==> src/rtl/mac_recv_pkg.sv <==
// Shared constants and types for the receive MAC and its CRC helper.
package mac_recv_pkg;

  // Reflected CRC-32 (IEEE 802.3), processed LSB-first.
  localparam logic [31:0] CrcPoly    = 32'hEDB8_8320;
  localparam logic [31:0] CrcInit    = 32'hFFFF_FFFF;
  // Register value left after data plus a correct FCS, with no final XOR applied.
  localparam logic [31:0] CrcResidue = 32'hDEBB_20E3;

  localparam logic [47:0] BcastMac = 48'hFFFF_FFFF_FFFF;

  localparam int unsigned MinFrameDefault = 64;
  localparam int unsigned MaxFrameDefault = 1518;

  typedef enum logic [2:0] {
    StIdle,
    StHdr,
    StPayload,
    StDrop,
    StDone
  } rx_state_e;

endpackage

==> src/rtl/crc32_byte.sv <==
// Combinational one-byte step of the reflected CRC-32; shared with the transmit side.
module crc32_byte
  import mac_recv_pkg::*;
(
  input  logic [31:0] crc,
  input  logic [7:0]  data,
  output logic [31:0] crc_next
);

  // Eight LSB-first shift/XOR steps unrolled into one cycle.
  always_comb begin
    crc_next = crc ^ {24'h0, data};
    for (int i = 0; i < 8; i++) begin
      crc_next = crc_next[0] ? ((crc_next >> 1) ^ CrcPoly) : (crc_next >> 1);
    end
  end

endmodule

==> src/rtl/mac_recv.sv <==
// Receive MAC: header parse, destination filter, FCS strip, CRC and length check.
module mac_recv
  import mac_recv_pkg::*;
#(
  parameter int unsigned MIN_FRAME = MinFrameDefault,
  parameter int unsigned MAX_FRAME = MaxFrameDefault
) (
  input  logic        clock,
  input  logic        reset,
  input  logic        rx_enable,
  input  logic [7:0]  rx_byte,
  input  logic [47:0] local_mac,
  output logic [7:0]  rx_data,
  output logic        rx_valid,
  output logic [47:0] rx_src_mac,
  output logic [15:0] rx_ethertype,
  output logic        rx_broadcast,
  output logic [10:0] rx_length,
  output logic        rx_done,
  output logic        rx_good
);

  rx_state_e       state_q, state_d;
  logic [10:0]     cnt_q, cnt_d;
  logic [31:0]     crc_q, crc_d, crc_base, crc_next;
  logic            en_q;
  logic            ucast_q, ucast_d, bcast_q, bcast_d;
  logic            ucast_hit, bcast_hit;
  logic [7:0]      local_byte;
  logic [3:0][7:0] dl_q, dl_d;
  logic [2:0]      dl_cnt_q, dl_cnt_d;
  logic [7:0]      data_q, data_d;
  logic            valid_q, valid_d;
  logic [47:0]     src_q, src_d;
  logic [15:0]     type_q, type_d;
  logic            brd_q, brd_d;
  logic [10:0]     len_q, len_d;
  logic            good_q, good_d;

  // A new frame starts from a fresh CRC; mid-frame bytes continue the running value.
  assign crc_base = (state_q == StIdle) ? CrcInit : crc_q;

  crc32_byte u_crc (
    .crc      (crc_base),
    .data     (rx_byte),
    .crc_next (crc_next)
  );

  // Station address byte matching the current destination byte index.
  always_comb begin
    case (cnt_q[2:0])
      3'd0:    local_byte = local_mac[47:40];
      3'd1:    local_byte = local_mac[39:32];
      3'd2:    local_byte = local_mac[31:24];
      3'd3:    local_byte = local_mac[23:16];
      3'd4:    local_byte = local_mac[15:8];
      3'd5:    local_byte = local_mac[7:0];
      default: local_byte = 8'h00;
    endcase
  end

  // Next-state and datapath updates for the frame parser.
  always_comb begin
    state_d  = state_q;
    cnt_d    = cnt_q;
    crc_d    = crc_q;
    ucast_d  = ucast_q;
    bcast_d  = bcast_q;
    dl_d     = dl_q;
    dl_cnt_d = dl_cnt_q;
    data_d   = data_q;
    valid_d  = 1'b0;
    src_d    = src_q;
    type_d   = type_q;
    brd_d    = brd_q;
    len_d    = len_q;
    good_d   = 1'b0;

    ucast_hit = ((cnt_q == '0) || ucast_q) && (rx_byte == local_byte);
    bcast_hit = ((cnt_q == '0) || bcast_q) && (rx_byte == BcastMac[7:0]);

    unique case (state_q)
      StIdle: begin
        cnt_d = '0;
        // Rising edge only, so a frame cut by reset is not re-entered mid-stream.
        if (rx_enable && !en_q) begin
          cnt_d    = 11'd1;
          crc_d    = crc_next;
          ucast_d  = ucast_hit;
          bcast_d  = bcast_hit;
          dl_cnt_d = '0;
          len_d    = '0;
          brd_d    = 1'b0;
          state_d  = StHdr;
        end
      end
      StHdr: begin
        if (rx_enable) begin
          cnt_d = cnt_q + 11'd1;
          crc_d = crc_next;
          if (cnt_q < 11'd6) begin
            ucast_d = ucast_hit;
            bcast_d = bcast_hit;
          end
          if (cnt_q == 11'd5) begin
            if (!ucast_hit && !bcast_hit) state_d = StDrop;
            else brd_d = bcast_hit;
          end
          if (cnt_q >= 11'd6 && cnt_q <= 11'd11) src_d = {src_q[39:0], rx_byte};
          if (cnt_q == 11'd12 || cnt_q == 11'd13) type_d = {type_q[7:0], rx_byte};
          if (cnt_q == 11'd13) state_d = StPayload;
        end else begin
          // Truncated header: report only if the address had already matched.
          state_d = (cnt_q >= 11'd6) ? StDone : StIdle;
        end
      end
      StPayload: begin
        if (rx_enable) begin
          cnt_d = (cnt_q == '1) ? cnt_q : cnt_q + 11'd1;
          crc_d = crc_next;
          dl_d  = {dl_q[2:0], rx_byte};
          // Oldest byte leaves only once four newer ones exist; the last four are FCS.
          if (dl_cnt_q == 3'd4) begin
            valid_d = 1'b1;
            data_d  = dl_q[3];
            len_d   = (len_q == '1) ? len_q : len_q + 11'd1;
          end else begin
            dl_cnt_d = dl_cnt_q + 3'd1;
          end
        end else begin
          state_d = StDone;
          good_d  = (crc_q == CrcResidue) && (cnt_q >= 11'(MIN_FRAME)) &&
                    (cnt_q <= 11'(MAX_FRAME));
        end
      end
      StDrop: begin
        if (!rx_enable) state_d = StIdle;
      end
      StDone: begin
        state_d = StIdle;
      end
      default: state_d = StIdle;
    endcase
  end

  // State and datapath registers with synchronous reset.
  always_ff @(posedge clock) begin
    if (reset) begin
      state_q  <= StIdle;
      cnt_q    <= '0;
      crc_q    <= CrcInit;
      // Treat the line as busy so a frame in flight at reset is ignored until it ends.
      en_q     <= 1'b1;
      ucast_q  <= 1'b0;
      bcast_q  <= 1'b0;
      dl_q     <= '0;
      dl_cnt_q <= '0;
      data_q   <= '0;
      valid_q  <= 1'b0;
      src_q    <= '0;
      type_q   <= '0;
      brd_q    <= 1'b0;
      len_q    <= '0;
      good_q   <= 1'b0;
    end else begin
      state_q  <= state_d;
      cnt_q    <= cnt_d;
      crc_q    <= crc_d;
      en_q     <= rx_enable;
      ucast_q  <= ucast_d;
      bcast_q  <= bcast_d;
      dl_q     <= dl_d;
      dl_cnt_q <= dl_cnt_d;
      data_q   <= data_d;
      valid_q  <= valid_d;
      src_q    <= src_d;
      type_q   <= type_d;
      brd_q    <= brd_d;
      len_q    <= len_d;
      good_q   <= good_d;
    end
  end

  assign rx_data      = data_q;
  assign rx_valid     = valid_q;
  assign rx_src_mac   = src_q;
  assign rx_ethertype = type_q;
  assign rx_broadcast = brd_q;
  assign rx_length    = len_q;
  assign rx_done      = (state_q == StDone);
  assign rx_good      = good_q;

endmodule

==> config.mk <==
export PLATFORM = sky130hd
export DESIGN_NAME = mac_recv
export DESIGN_NICKNAME = d
export VERILOG_FILES = /design/src/rtl/mac_recv_pkg.sv /design/src/rtl/crc32_byte.sv /design/src/rtl/mac_recv.sv
export SDC_FILE = /design/constraint.sdc
export NUM_CORES = 1
export LEC_CHECK = 0
export CORE_AREA = 2 2 169 204
export CTS_BUF_LIST = sky130_fd_sc_hd__clkbuf_8 sky130_fd_sc_hd__clkbuf_16
export DETAILED_ROUTE_END_ITERATION = 12
export DIE_AREA = 0 0 171 206
export PLACE_DENSITY = 0.56
export SETUP_SLACK_MARGIN = 0.05
export SYNTH_ARGS = -nofsm -noshare
export SYNTH_HDL_FRONTEND = slang
export SYNTH_SLANG_ARGS = --single-unit
==> constraint.sdc <==
create_clock -name clock -period 2.8 [get_ports clock]
set_input_delay 0.42 -clock clock [delete_from_list [all_inputs] [get_ports clock]]
set_output_delay 0.42 -clock clock [all_outputs]
set_load 0.02 [all_outputs]
---- After elaboration in Yosys (flattened, before gate mapping) ----
Cells that the tools add are included.
cells by class
  reduce and logical (&&, ||, !) cells .... 34
  multiplexer cells ....................... 50
  bitwise operators ....................... 11
  $lt $le $gt $ge ......................... 5
  $add $sub $neg .......................... 3
  eq/ne operators ......................... 33
operators with widths
  kind                     number
  $mux W32                 11
  $not A13 Y14             8
  $mux W11                 7
  $pmux W32 S2             1
  $pmux W8 S6              1
  $mux W3                  11
  $pmux W11 S3             1
  $eq A32 B32 Y1 const B   1
  $xor A32 B8 Y32          1
  $add A11 B1 Y11 const B  2
  $eq A11 B11 Y1 const B   2
  $eq A11 B4 Y1 const B    2
  $ne A2 B2 Y1 const B     11
  $pmux W11 S2             1
  $reduce_and A5 Y1        3
  $eq A3 B2 Y1 const B     4
  $eq A3 B3 Y1 const B     4
  $mux W1                  12
  $pmux W3 S4              1
  $reduce_and A3 Y1        4
  $reduce_and A4 Y1        3
  $eq A11 B3 Y1 const B    1
  $ge A11 B3 Y1 const B    1
  $ge A11 B7 Y1 const B    1
  22 further kinds         42
storage, ports and cells
  word-level logic and storage cells ...... 154
  register bits ........................... 170
  output and inout port bits .............. 87

---- Longest topological paths before layout ----
  word-level depth ........................ 21
  mapped depth ............................ 11

---- By module ----
From an unflattened synthesis, not the netlist that was laid out.
second synthesis, totals
  cell total of the unflattened synthesis .. 986
  area total of the unflattened synthesis .. 8257.9 sq um
by module, submodules not included
  module      cells each  times used  area an instance (sq um)
  mac_recv    916         1           7422.1
  crc32_byte  70          1           835.8

---- Least setup slack after synthesis ----
OpenSTA, ideal clock, no wires.
  path type ............................... register to register
  start ................................... register cnt_q[1]
  end ..................................... register brd_q, in the netlist rx_broadcast
  cell stages (with the launch flop) ...... 12
  data arrival time ....................... 2.495 ns
  path buffers ............................ 2
  clock period less this slack ............ 2.612 ns
  library setup time ...................... 0.117 ns
  path slack .............................. 0.188 ns
  cells stage by stage .................... dfxtp_1 > clkbuf_1 > inv_1 > ha_1 > clkbuf_1 > a222oi_1 > mux2i_1 > or3_1 > a211oi_1 > and4b_1 > o21ai_1 > a22o_1
between the ends
  word-level cells in the longest chain between the ends .. 8
  elaborated cells on any way between the ends .. 24
  classes of those cells .................. eq/ne (9); mux (5); reduce/logical (10)
ends and longest elaborated chain
  item                                  RTL line         source
  from (decl)                           mac_recv.sv:24   logic [10:0] cnt_q, cnt_d;
  from (signal assigned)                mac_recv.sv:167  cnt_q <= cnt_d;
  $eq A3 B3 Y1 (tied with other cells)  mac_recv.sv:51   case (cnt_q[2:0])
  $pmux W8 S6                           mac_recv.sv:51
  $eq A8 B8 Y1                          mac_recv.sv:79   ucast_hit = ((cnt_q == '0) || ucast_q) && (rx_byte == local_byte);
  $logic_and A1 B1 Y1                   mac_recv.sv:79
  $logic_not A1 Y1                      mac_recv.sv:106  if (!ucast_hit && !bcast_hit) state_d = StDrop;
  $logic_and A1 B1 Y1                   mac_recv.sv:106
  $ne A2 B2 Y1 (no source line)         --
  $reduce_and A5 Y1 (no source line)    --
  to (signal assigned)                  mac_recv.sv:178  brd_q <= brd_d;
  to (decl)                             mac_recv.sv:36   logic brd_q, brd_d;
Several ways; a longest one is shown, not always the timed one. The select of a mux whose other input is x is not followed.
A chain may end at the register's enable or synchronous reset.

---- Worst setup path after layout ----
  start ................................... register cnt_q[0]
  end ..................................... register state_q[1]
between the ends
  word-level cells in the longest chain between the ends .. 8
  elaborated cells on any way between the ends .. 24
  classes of those cells .................. eq/ne (10); mux (4); reduce/logical (10)
ends and longest elaborated chain
  item                                  RTL line         source
  $eq A3 B3 Y1 (tied with other cells)  mac_recv.sv:51
  $pmux W8 S6                           mac_recv.sv:51
  $eq A8 B8 Y1                          mac_recv.sv:79
  $logic_and A1 B1 Y1                   mac_recv.sv:79
  $logic_not A1 Y1                      mac_recv.sv:106
  $logic_and A1 B1 Y1                   mac_recv.sv:106
  $ne A4 B4 Y1 (no source line)         --
  $reduce_and A5 Y1 (no source line)    --
  to (signal assigned)                  mac_recv.sv:149  state_q <= StIdle;
  to (signal assigned)                  mac_recv.sv:166  state_q <= state_d;
  to (decl)                             mac_recv.sv:23   rx_state_e state_q, state_d;
Several ways; a longest one is shown, not always the timed one.

==> flow_metrics.tcl <==
set metrics [dict create \
    dieHeight_um 206 \
    drv_slew 0 \
    synthTopCellsByArea "dfxtp_1, mux2i_1, xnor2_1" \
    drive_gt1_share_pct 9.49 \
    grt_max_degree 61 \
    root_buffer "clkbuf_16" \
    place_hpwl_um 16800 \
    ys_seq_elements 170 \
    h-tree-depth 4 \
    async_reset_ff_share_pct 0 \
    path_cells "ha_1 -> ha_2 -> a222oi_1 -> and3_1 -> nor3_1 -> nor4b_2 -> and4b_1 -> o21a_1 -> mux2i_1" \
    post-route-util_pct 32.7 \
    fin_crit_ns 2.60 \
    grt_usage_pct 13.5 \
    viasPerCell 4.52 \
    cts_setup_buffers 0 \
    antenna_left 0 \
    coreArea_um2 33500 \
    path_clk_slew_ns 0.07 \
    cts.hold.buffers_added 0 \
    min_path_type "in2reg" \
    worst_path_largest_cell_delay_ns 0.36 \
    finalPower_mw 6.51 \
    critPathBufInv 0 \
    grt-ovfl-total 0 \
    rsz0062_at_grt "no" \
    die_w_um 171 \
    drtIter0Drc 426 \
    synthesis.instances 953 \
    hold_viol_final 0 \
    worstPathArrival_ns 2.96 \
    max-vdd-ir-drop_mv 0.291 \
    avgSynthCellArea_um2 8.64 \
    cts_buffers 17 \
    port-buffer-count 145 \
    finalSetupViolations 0 \
    insertion_delay_ns 0.43 \
    io_pins 146 \
    max-slew-margin-rel_pct 54.8 \
    cts_tree "built" \
    initial_core_util_pct 24.6 \
    wirelength_um 23500 \
    syn_to_final_growth_pct 32.9 \
    nets 1160 \
    maxCapViolCount 0 \
    period_share_pct 92.9 \
    p_leak_nw 4.27 \
    yosysSeqAreaShare_pct 41.3 \
    synth_cell_types 60 \
    syn_nets 1020 \
    drt-wirelength-per-cell_um 15.0 \
    die_area_um2 35200 \
    path_max_fanout 8 \
    grt_pass1_vias 7003 \
    setup.worst_path.class "reg2reg" \
    tightest_slew_ns 0.678 \
    clockBufferDepth 2 \
    critical_path.endpoint_type "flip-flop" \
    via_count 7062 \
    max_freq_mhz 384 \
    ys.warnings.count 0 \
    p_per_area_nw_per_um2 595 \
    antenna_found_initial 0 \
    antenna_cells 0 \
    skew_ns 0.0132 \
    synth_area_um2 8240 \
    rows 74 \
    crit_slowest_cell "nor4b_2" \
    worstPathRequired_ns 3.16 \
    synth_ff_type "dfxtp_1" \
    drc 0 \
    dr.pass1.iters 5 \
    cts_sinks 170 \
    synth_top_cell_by_area "dfxtp_1" \
    grt_pass1_wl_um 37500 \
    cp_top_family "simple AND/OR/NAND/NOR gates" \
    outcome "finished, final reports clean" \
    synth_edf_count 0 \
    place_congestion 0.860 \
    synth_top_area_share_pct 41.3 \
    start_kind "flip-flop" \
    fillers 3558 \
]
layout make-up:
class                      count  area (um2)  share of cell area [%]
multi-input combinational    702        4520                    41.3
tap                          456         571                    5.21
sequential                   170        3400                    31.1
inverter                      13        48.8                   0.446
timing repair buffer         189        1800                    16.5
clock inverter                12         129                    1.18
clock buffer                  20         467                    4.26
final timing paths:
kind	to	slack [ns]	cells after the start	startpoint
worst max-delay path	state_q[1]	0.20	9	cnt_q[0]
worst min-delay path	en_q	0.24	2	reset
worst max register to register	state_q[1]	0.20	9	cnt_q[0]
worst min register to register	dl_q[31]	0.45	2	dl_q[23]
metrics by stage:
step | setup slack [ns] | std cells | setup TNS (ns) | instance area (um2) | hold slack, ns
4_1_cts | 0.0635 | 1562 | 0 | 10900 | 0.217
3_5_place_dp | -0.00740 | 1530 | -0.00740 | 10300 | 0.442
5_1_grt | 0.0653 | 1562 | 0 | 10900 | 0.229
6_report | 0.199 | 1562 | 0 | 10900 | 0.235
2_1_floorplan | 0.188 | 953 | 0 | 8240 | 0.432
3_3_place_gp | 0.0934 | 1530 | 0 | 10300 | 0.438
cell usage after synthesis (all sizes together), types with 11 or more instances:
cell type and number:
inv 11, clkbuf 51, dfxtp 170, mux2i 74, nand4 13, nand3 14, xor2 36, a21oi 54
o211ai 28, nor3 11, buf 17, nor2 140, xnor2 69, nand2 142
metal layers:
| metal | vias to the layer above | GRT usage, % | wire length, um |
|---|---|---|---|
| met5 | - | 0 | 0 |
| met4 | 0 | 4.45 | 344 |
| met3 | 20 | 3.18 | 1220 |
| met2 | 166 | 22.5 | 11200 |
| met1 | 3352 | 17.2 | 10700 |
| li1 | 3524 | - | - |
layout by cell type (no fill, tap or decap), types with 3 or more instances in the layout:
cell / Yosys / routed
xnor2_2: 6 / 6
inv_8: 0 / 3
o211ai_1: 28 / 28
dfxtp_1: 170 / 169
or4_1: 4 / 4
nor3_1: 9 / 9
nor2_1: 138 / 138
mux2_2: 3 / 3
nand4_1: 13 / 13
clkbuf_16: 0 / 17
a32oi_1: 3 / 3
ha_2: 0 / 4
and4_1: 4 / 4
a221oi_1: 3 / 3
a222oi_1: 6 / 6
nor4_1: 6 / 6
a21oi_1: 54 / 54
and3_1: 10 / 10
ha_1: 8 / 4
clkdlybuf4s50_1: 0 / 144
a22oi_1: 8 / 8
nor4b_1: 4 / 3
o21ai_0: 6 / 6
nand2_1: 142 / 142
nand3_1: 14 / 14
inv_6: 0 / 4
nand3b_1: 6 / 6
xor2_1: 36 / 36
and2_1: 5 / 5
nor4_2: 3 / 3
nand2b_1: 6 / 6
and4b_1: 4 / 4
a211oi_1: 4 / 4
clkbuf_8: 0 / 3
xnor2_1: 61 / 61
buf_4: 0 / 43
inv_1: 11 / 11
nor2b_1: 3 / 3
mux2i_1: 74 / 74
worst register-to-register path: stages (launching register included):
cell and delay [ns]:
dfxtp_2 0.35, ha_1 0.25, ha_2 0.25, a222oi_1 0.31
and3_1 0.23, nor3_1 0.07, nor4b_2 0.36, and4b_1 0.32
o21a_1 0.19, mux2i_1 0.19
registers in the layout, summed over array words and instances (netlist names):
signal and cells:
rx_good 1, rx_src_mac 48, dl_q 32, rx_ethertype 16
crc_q 32, dl_cnt_q 3, rx_data 8, rx_broadcast 1
state_q 3, bcast_q 1, ucast_q 1, rx_valid 1
en_q 1, rx_length 11, cnt_q 11
power by group:
group	internal [mW]	leakage, nW	switching (mW)
logic	0.683	2.60	0.796
clock network	1.33	0.294	1.07
registers	2.51	1.38	0.120
total	4.52	4.27	1.99
cell families after synthesis:
group,count (synthesis),share of synthesized area (%)
fa+ha+maj,8,1.22
xor+xnor,106,12.4
mux,77,9.40
flops,170,41.3
compound gates,131,10.5
buf+inv,81,3.98
simple gates,380,21.1
timing repair:
item / CTS / global route
pin swaps: 0 / 0
resized for setup: 2 / 4
endpoints found under the setup margin: 4 / 4
Power figures use the tool's default switching activity.
